## src/rtl/tinychip_pkg.sv

```systemverilog
// Shared types and constants for the tinychip program-flow control blocks.
package tinychip_pkg;

  localparam int PC_W = 9;

  typedef enum logic [1:0] {
    IDLE = 2'd0,
    LOAD = 2'd1,
    RUN  = 2'd2,
    DONE = 2'd3
  } seq_state_t;

endpackage

```

## src/rtl/pc_sequencer_ret_stack.sv

```systemverilog
// Return-address LIFO: pointer is reset, storage is plain registers.
module ret_stack #(
  parameter int DEPTH = 4,
  parameter int WIDTH = 9
) (
  input  logic             clk,
  input  logic             reset,
  input  logic             clear,
  input  logic             push,
  input  logic             pop,
  input  logic [WIDTH-1:0] push_data,
  output logic [WIDTH-1:0] top_data,
  output logic             full,
  output logic             empty
);

  localparam int AW = (DEPTH > 1) ? $clog2(DEPTH) : 1;
  localparam int PW = $clog2(DEPTH + 1);

  logic [WIDTH-1:0] mem [DEPTH];
  logic [PW-1:0]    sp;
  logic [PW-1:0]    sp_m1;

  assign sp_m1    = sp - PW'(1);
  assign top_data = mem[sp_m1[AW-1:0]];
  assign full     = (sp == PW'(DEPTH));
  assign empty    = (sp == '0);

  // NOTE: sequential state uses non-blocking assignments so every flop samples pre-edge values.
  always_ff @(posedge clk or posedge reset) begin
    if (reset)      sp <= '0;
    else if (clear) sp <= '0;
    else if (push)  sp <= sp + PW'(1);
    else if (pop)   sp <= sp_m1;
  end

  // NOTE: storage has no reset; the pointer alone defines which entries are valid.
  always_ff @(posedge clk) begin
    if (push) mem[sp[AW-1:0]] <= push_data;
  end

endmodule

```

## src/rtl/pc_sequencer.sv

```systemverilog
// Program-counter sequencer: FSM, branch-target LUT, call/return stack and PC write mux.
module pc_sequencer
  import tinychip_pkg::*;
#(
  parameter int                PC_W        = tinychip_pkg::PC_W,
  parameter int                LUT_DEPTH   = 32,
  parameter int                STACK_DEPTH = 4,
  parameter logic [PC_W-1:0]   START_ADDR  = '0,
  localparam int               IW          = $clog2(LUT_DEPTH)
) (
  input  logic            clk,
  input  logic            reset,
  input  logic            start,
  input  logic            halt_req,
  input  logic            stall,
  input  logic            br_req,
  input  logic            br_cond,
  input  logic            call_req,
  input  logic            ret_req,
  input  logic [IW-1:0]   br_idx,
  input  logic [PC_W-1:0] cur_pc,
  input  logic            lut_we,
  input  logic [IW-1:0]   lut_waddr,
  input  logic [PC_W-1:0] lut_wdata,
  output logic            pc_write,
  output logic [PC_W-1:0] pc_target,
  output logic            running,
  output logic            done,
  output logic            err
);

  localparam logic [1:0] ST_IDLE = 2'(IDLE);
  localparam logic [1:0] ST_LOAD = 2'(LOAD);
  localparam logic [1:0] ST_RUN  = 2'(RUN);
  localparam logic [1:0] ST_DONE = 2'(DONE);

  logic [1:0]      state, state_nxt;
  logic [PC_W-1:0] lut [LUT_DEPTH];
  logic [PC_W-1:0] lut_rdata;
  logic [PC_W-1:0] ret_addr;
  logic [PC_W-1:0] stack_top;
  logic            stack_full, stack_empty;
  logic            push, pop, set_err, clr;
  logic            idle_or_done;

  assign idle_or_done = (state == ST_IDLE) || (state == ST_DONE);
  assign lut_rdata    = lut[br_idx];
  assign ret_addr     = cur_pc + PC_W'(1);
  assign running      = (state == ST_RUN);
  assign done         = (state == ST_DONE);

  // A hold is an explicit reload of cur_pc, since the PC increments whenever write is low.
  // NOTE: every output of this block gets a default first, so no path can infer a latch.
  always_comb begin
    state_nxt = state;
    pc_write  = 1'b1;
    pc_target = cur_pc;
    push      = 1'b0;
    pop       = 1'b0;
    set_err   = 1'b0;
    clr       = 1'b0;
    case (state)
      ST_IDLE, ST_DONE: begin
        if (start) begin
          state_nxt = ST_LOAD;
          clr       = 1'b1;
        end
      end
      ST_LOAD: begin
        pc_target = START_ADDR;
        state_nxt = ST_RUN;
      end
      ST_RUN: begin
        if (halt_req) begin
          state_nxt = ST_DONE;
        end else if (stall) begin
          state_nxt = ST_RUN;
        end else if (ret_req) begin
          if (stack_empty) begin
            set_err   = 1'b1;
            state_nxt = ST_DONE;
          end else begin
            pop       = 1'b1;
            pc_target = stack_top;
          end
        end else if (call_req) begin
          if (stack_full) begin
            set_err   = 1'b1;
            state_nxt = ST_DONE;
          end else begin
            push      = 1'b1;
            pc_target = lut_rdata;
          end
        end else if (br_req && br_cond) begin
          pc_target = lut_rdata;
        end else begin
          pc_write = 1'b0;
        end
      end
      default: state_nxt = ST_IDLE;
    endcase
  end

  always_ff @(posedge clk or posedge reset) begin
    if (reset) state <= ST_IDLE;
    else       state <= state_nxt;
  end

  always_ff @(posedge clk or posedge reset) begin
    if (reset)        err <= 1'b0;
    else if (clr)     err <= 1'b0;
    else if (set_err) err <= 1'b1;
  end

  // Targets are programmable only while the core is not executing.
  always_ff @(posedge clk or posedge reset) begin
    if (reset) begin
      for (int i = 0; i < LUT_DEPTH; i++) lut[i] <= '0;
    end else if (lut_we && idle_or_done) begin
      lut[lut_waddr] <= lut_wdata;
    end
  end

  ret_stack #(
    .DEPTH (STACK_DEPTH),
    .WIDTH (PC_W)
  ) u_ret_stack (
    .clk       (clk),
    .reset     (reset),
    .clear     (clr),
    .push      (push),
    .pop       (pop),
    .push_data (ret_addr),
    .top_data  (stack_top),
    .full      (stack_full),
    .empty     (stack_empty)
  );

endmodule
```

## config.mk

```make
export PLATFORM = sky130hd
export DESIGN_NAME = pc_sequencer
export DESIGN_NICKNAME = d
export VERILOG_FILES = /design/src/rtl/tinychip_pkg.sv /design/src/rtl/pc_sequencer_ret_stack.sv /design/src/rtl/pc_sequencer.sv
export SDC_FILE = /design/constraint.sdc
export NUM_CORES = 1
export LEC_CHECK = 0
export CORE_MARGIN = 4
export CORE_UTILIZATION = 30
export DETAILED_ROUTE_END_ITERATION = 16
export GPL_TIMING_DRIVEN = 0
export PLACE_DENSITY = 0.44
export SYNTH_ARGS = -nofsm -noshare
export SYNTH_HDL_FRONTEND = slang
export SYNTH_SLANG_ARGS = --single-unit
```

## constraint.sdc

```tcl
create_clock -name clk -period 12.69 [get_ports clk]
set_clock_uncertainty 0.2 [all_clocks]
set_input_delay 1.269 -clock clk [delete_from_list [all_inputs] [get_ports clk]]
set_output_delay 1.269 -clock clk [all_outputs]
set_load 0.05 [all_outputs]
```

# After elaboration in Yosys (flattened, before gate mapping)
# Memory sizes are Yosys's and may differ from the RTL's.
# Cells that the tools add are included.
[op_classes]
addsub = 3
multipliers = 0
div_mod_pow = 0
order_cmp = 3
n_eq_ne = 8
shift = 0
mux = 55
bitwise = 2
n_reduce_logical = 10
[ops]
columns = ["operator", "count"]
rows = [
  ["$bwmux W288", 1],
  ["$mux W9", 10],
  ["$bmux W9 S5", 1],
  ["$demux W9 S5", 1],
  ["$mux W1", 30],
  ["$pmux W9 S2", 1],
  ["$mux W2", 7],
  ["$ge A6 B6 Y1 const B", 2],
  ["$not A5 Y6", 2],
  ["$ne A5 B4 Y1 const B", 2],
  ["$add A9 B1 Y9 const B", 1],
  ["$mux W3", 3],
  ["$lt A6 B1 Y1 const B", 1],
  ["$pmux W2 S3", 1],
  ["$ne A5 B5 Y1 const B", 1],
  ["$eq A2 B2 Y1 const B", 2],
  ["$reduce_and A4 Y1", 1],
  ["$add A3 B1 Y3 const B", 1],
  ["$eq A3 B3 Y1 const B", 1],
  ["$logic_and A1 B1 Y1", 3],
  ["$logic_not A3 Y1", 1],
  ["$reduce_bool A3 Y1", 1],
  ["$sub A3 B1 Y3 const B", 1],
  ["$eq A2 B1 Y1 const B", 1],
  ["5 further kinds", 5],
]
[word_totals]
reg_bits = 294
latchBits = 0
ramBits = 36
mem_bits_ro = 0
input_bits = 38
output_inout_bits = 13
elab_cells = 117
n_memories = 1
[memory_table]
columns = ["name", "words", "word_bits", "read_ports", "rd_ports_with_merged_regs", "wr", "line", "text"]
rows = [
  ["u_ret_stack.mem", 4, 9, 1, 0, 1, "pc_sequencer_ret_stack.sv:20", "logic [WIDTH-1:0] mem [DEPTH];"],
]

# Depth between registers and ports, before layout
[depth]
depth_word = 10
mapped_depth = 10
ltp_nobuf = 7

# Cells and area by module
# A second synthesis with hierarchy kept.
[unflattened]
cells_unflattened = 1145
area_unflattened_um2 = 16039.1
[modules_own_cells]
columns = ["module", "n_inst", "cells_each", "area_each_um2", "seq_area_each_um2"]
rows = [
  ["pc_sequencer", 1, 1070, 14490.1, 7282.0],
  ["ret_stack", 1, 75, 1549.0, 1156.1],
]

# Least setup slack after synthesis
# Ideal clock, no wire load.
[synth_path]
path_type = "input -> output"
startpoint = "input br_idx[0]"
endpoint = "output pc_target[3]"
arrival_ns = 3.237
t_required_ns = 11.221
path_slack_ns = 7.984
cell_stages = 9
n_path_buf = 4
cell_sequence = "buf_6 > buf_12 > buf_8 > buf_4 > mux2i_1 > a22o_1 > nor3_1 > a31oi_1 > a31oi_1"
[synth_via]
elab_chain_len = 10
word_cells_on_any_way = 11
classes_between = "mux (10); bitwise (1)"
[synth_rtl]
columns = ["element", "line", "text"]
rows = [
  ["from (decl)", "pc_sequencer.sv:20", "input logic [IW-1:0] br_idx,"],
  ["$not A5 Y6 (not written as such) (*)", "pc_sequencer.sv:47", "assign lut_rdata = lut[br_idx];"],
  ["$bmux W9 S5 (*)", "pc_sequencer.sv:47", ""],
  ["$mux W9 (not written as such) (*) (2 in series)", "pc_sequencer.sv:47", ""],
  ["$mux W9, on equally long branches", "pc_sequencer.sv:94, pc_sequencer.sv:87", ""],
  ["$mux W9 (*)", "pc_sequencer.sv:86", "end else if (call_req) begin"],
  ["$mux W9 (*)", "pc_sequencer.sv:78", "end else if (ret_req) begin"],
  ["$mux W9 (*)", "pc_sequencer.sv:76", "end else if (stall) begin"],
  ["$mux W9 (*)", "pc_sequencer.sv:74", "if (halt_req) begin"],
  ["$pmux W9 S2 (*)", "pc_sequencer.sv:62", "case (state)"],
  ["to (decl)", "pc_sequencer.sv:26", "output logic [PC_W-1:0] pc_target,"],
]
# Every way passes the cells marked *; elsewhere a longest branch is shown, timed or not. The select of a mux whose other input is x is not followed.

# Worst setup path after layout
[layout_path]
startpoint = "input br_idx[2]"
endpoint = "output pc_target[3]"
# The elaborated chain is that of the path after synthesis.

==> impl_metrics.toml <==
[outcome]
status = "finished clean"

[detailed_routing]
drt_pre_antenna_iters = 5
wl_mm = 46.7
avgRoutedWirePerCell_um = 24.3
antenna_left = 0
drc = 0
drtIter0Drc = 460
via_per_inst = 5.13
num_vias = 9847

[sta]
setup_viol = 0
final.min_clock_period_ns = 6.41
drv_slew = 0
fmax_ghz = 0.156
worst_pin_slew_ns = 0.854
hold_viol_final = 0
rsz0062_at_grt = "false"
finalCritPeriodShare = 0.505
maxSlewHeadroom = 0.431

[hold_path]
hold_path.class = "reg -> reg"

[critical_path]
critPathKind = "in -> out"
critPathMaxFanout = 10
arrival_ns = 4.94
critPathLaunchType = "primary input"
r2r_setup_slack_ns = 9.27
crit_required_ns = 11.22
worstSetupEndpointType = "primary output"

[die]
die_w_um = 238
ioPinCount = 51
start_util = 0.306
die_h_um = 238
coreArea_um2 = 51800
rows = 83
die-area_um2 = 56500

[clock_network]
cts-root-buf = "clkbuf_16"
htreeDepth = 2
cts_resized = 0
path_clk_slew_ns = 0.06
cts_inserted_buffers = 41
clock-sinks = 330
tritoncts = "built"
cts_hold_buf = 0
post_cts_buffers = 0
clkLatencyLatePin_ns = 0.56
cts_buffer_depth = 3

[synthesis]
syn_area_per_cell_um2 = 14.1
ys.flop_type = "dfrtp_1"
syn_area_um2 = 15800
ys_seq_elements = 330
synthCells = 1123
synth-edff-count = 36
yosys_warnings = 0
syn-num-nets = 1170
synthArstFlopShare = 0.891
ys_types = 56
ys_seq_area_frac = 0.533

[placement]
hpwl_mm = 32.9
port_buffers = 42
gp_congestion = 0.772
dp.cells = 1847

[power]
p_leak_uw = 0.00807
fin_total_pwr_uw = 3860
vdd_ir_drop_max_mv = 0.0849
cellPowerDensity_nw_per_um2 = 208

[global_routing]
grt_pass1_vias = 10206
grt_overflow_total = 0
grt_max_degree = 121
antenna_found_initial = 1
grt_pass1_wl_mm = 69.3
grt_usage = 0.164

[finish]
area_delta_synth_final_pct = 17.0
stdcell_count = 1920
seqCellArea_um2 = 8440
fin_nets = 1257
drive_above_1_share = 0.388
multi_input_area_um2 = 6980
nFillCells = 5042

[run]
cap_viol_max_count = 0
==> Yosys cell counts (all sizes together) (11+ instances only) <==
cell / count / share of area
a22oi: 16 / 0.0076
a31oi: 27 / 0.011
o22ai: 18 / 0.0071
inv: 12 / 0.0028
a21oi: 16 / 0.0051
mux4: 48 / 0.068
dfrtp: 294 / 0.46
mux2i: 33 / 0.021
clkbuf: 50 / 0.012
nand2: 60 / 0.014
nor2: 23 / 0.0091
mux2: 322 / 0.23
edfxtp: 36 / 0.068
nor3: 11 / 0.0041
buf: 29 / 0.012
==> layout make-up <==
class / instances / share of cell area
Sequential cell: 330 / 0.455
Multi-Input combinational cell: 702 / 0.376
Clock buffer: 58 / 0.0654
Tap cell: 680 / 0.0459
Timing Repair Buffer: 44 / 0.0257
Buffer: 79 / 0.0205
Clock inverter: 14 / 0.00790
Inverter: 12 / 0.00284
Antenna cell: 1 / 0.000135
==> metrics by stage <==
stage	setup slack [ns]	hold WS [ns]	area, µm²	setup TNS, ns	utilization
final	6.28	0.289	18500	0	0.358
after global routing	6.18	0.309	18500	0	0.358
after CTS	6.33	0.294	18500	0	0.358
after detailed placement	6.34	0.281	17200	0	0.331
after global placement	-1.23	0.273	17100	-350.57	0.330
after floorplan	3.10	0.259	15800	0	-
==> cells in the final DEF, fill, tap and decap left out, drive strengths merged, types with 6 or more instances in the layout <==
cell / instances
a21o: 8
o311ai: 8
mux2: 322
nor2: 23
nand2: 60
nor3b: 6
nor3: 11
a31oi: 27
and4: 8
o221ai: 8
a21oi: 16
clkbuf: 108
mux2i: 33
and3: 9
inv: 13
clkdlybuf4s50: 42
mux4: 48
o22ai: 18
ha: 9
nor4: 9
a22o: 8
a22oi: 16
edfxtp: 36
buf: 31
nand3: 8
clkinv: 11
dfrtp: 294
xnor2: 7
==> registers in the layout, indices dropped and copies added, names as in the netlist <==
| register | count |
|---|---|
| lut | 288 |
| err | 1 |
| u_ret_stack.mem | 36 |
| state | 2 |
| u_ret_stack.sp | 3 |
==> final timing paths <==
path	startpoint	endpoint	cells past startpoint
hold reg to reg	lut[265]$_DFFE_PP0P_	lut[265]$_DFFE_PP0P_	1
max in group asynchronous	reset	lut[178]$_DFFE_PP0P_	3
hold / removal	lut[265]$_DFFE_PP0P_	lut[265]$_DFFE_PP0P_	1
min in group asynchronous	reset	lut[235]$_DFFE_PP0P_	2
setup reg to reg	u_ret_stack.sp[0]$_DFFE_PP0P_	u_ret_stack.mem[2][0]$_DFFE_PP_	6
setup / recovery	br_idx[2]	pc_target[3]	10
==> worst max-delay path, cell delays in order <==
cell and delay, ns:
clkdlybuf4s50_1 0.42, buf_2 0.24, nand2b_1 0.11, clkbuf_1 0.37, clkbuf_1 0.51, o22ai_1 0.26, a21oi_1 0.20, a31oi_1 0.26
a31oi_1 0.40, clkdlybuf4s50_1 0.87
==> kinds of logic (layout without fill, tap and decap cells) <==
kind of cell    count (synthesis)  in the layout  share of synthesized area
xor+xnor                        9              9                    0.00498
other cells                     0              1                          0
mux                           403            403                      0.318
simple gates                  159            159                     0.0567
buf+inv                        91            207                     0.0268
compound gates                122            122                     0.0533
fa+ha+maj                       9              9                    0.00711
flops                         330            330                      0.533
==> per-layer routing <==
layer / up-vias / track usage / wire length, µm
met5: - / 0 / 0
met4: 0 / 0.0366 / 953
met3: 63 / 0.0320 / 1670
met2: 147 / 0.265 / 22000
met1: 5212 / 0.230 / 22100
li1: 4425 / - / -
==> report_power, final <==
part	total [µW]	switching (µW)	internal [µW]
clock network	1180	468	707
logic	1040	489	553
registers	1640	183	1460
total	3860	1140	2720
Note: power is estimated with default switching activity, not from simulation.
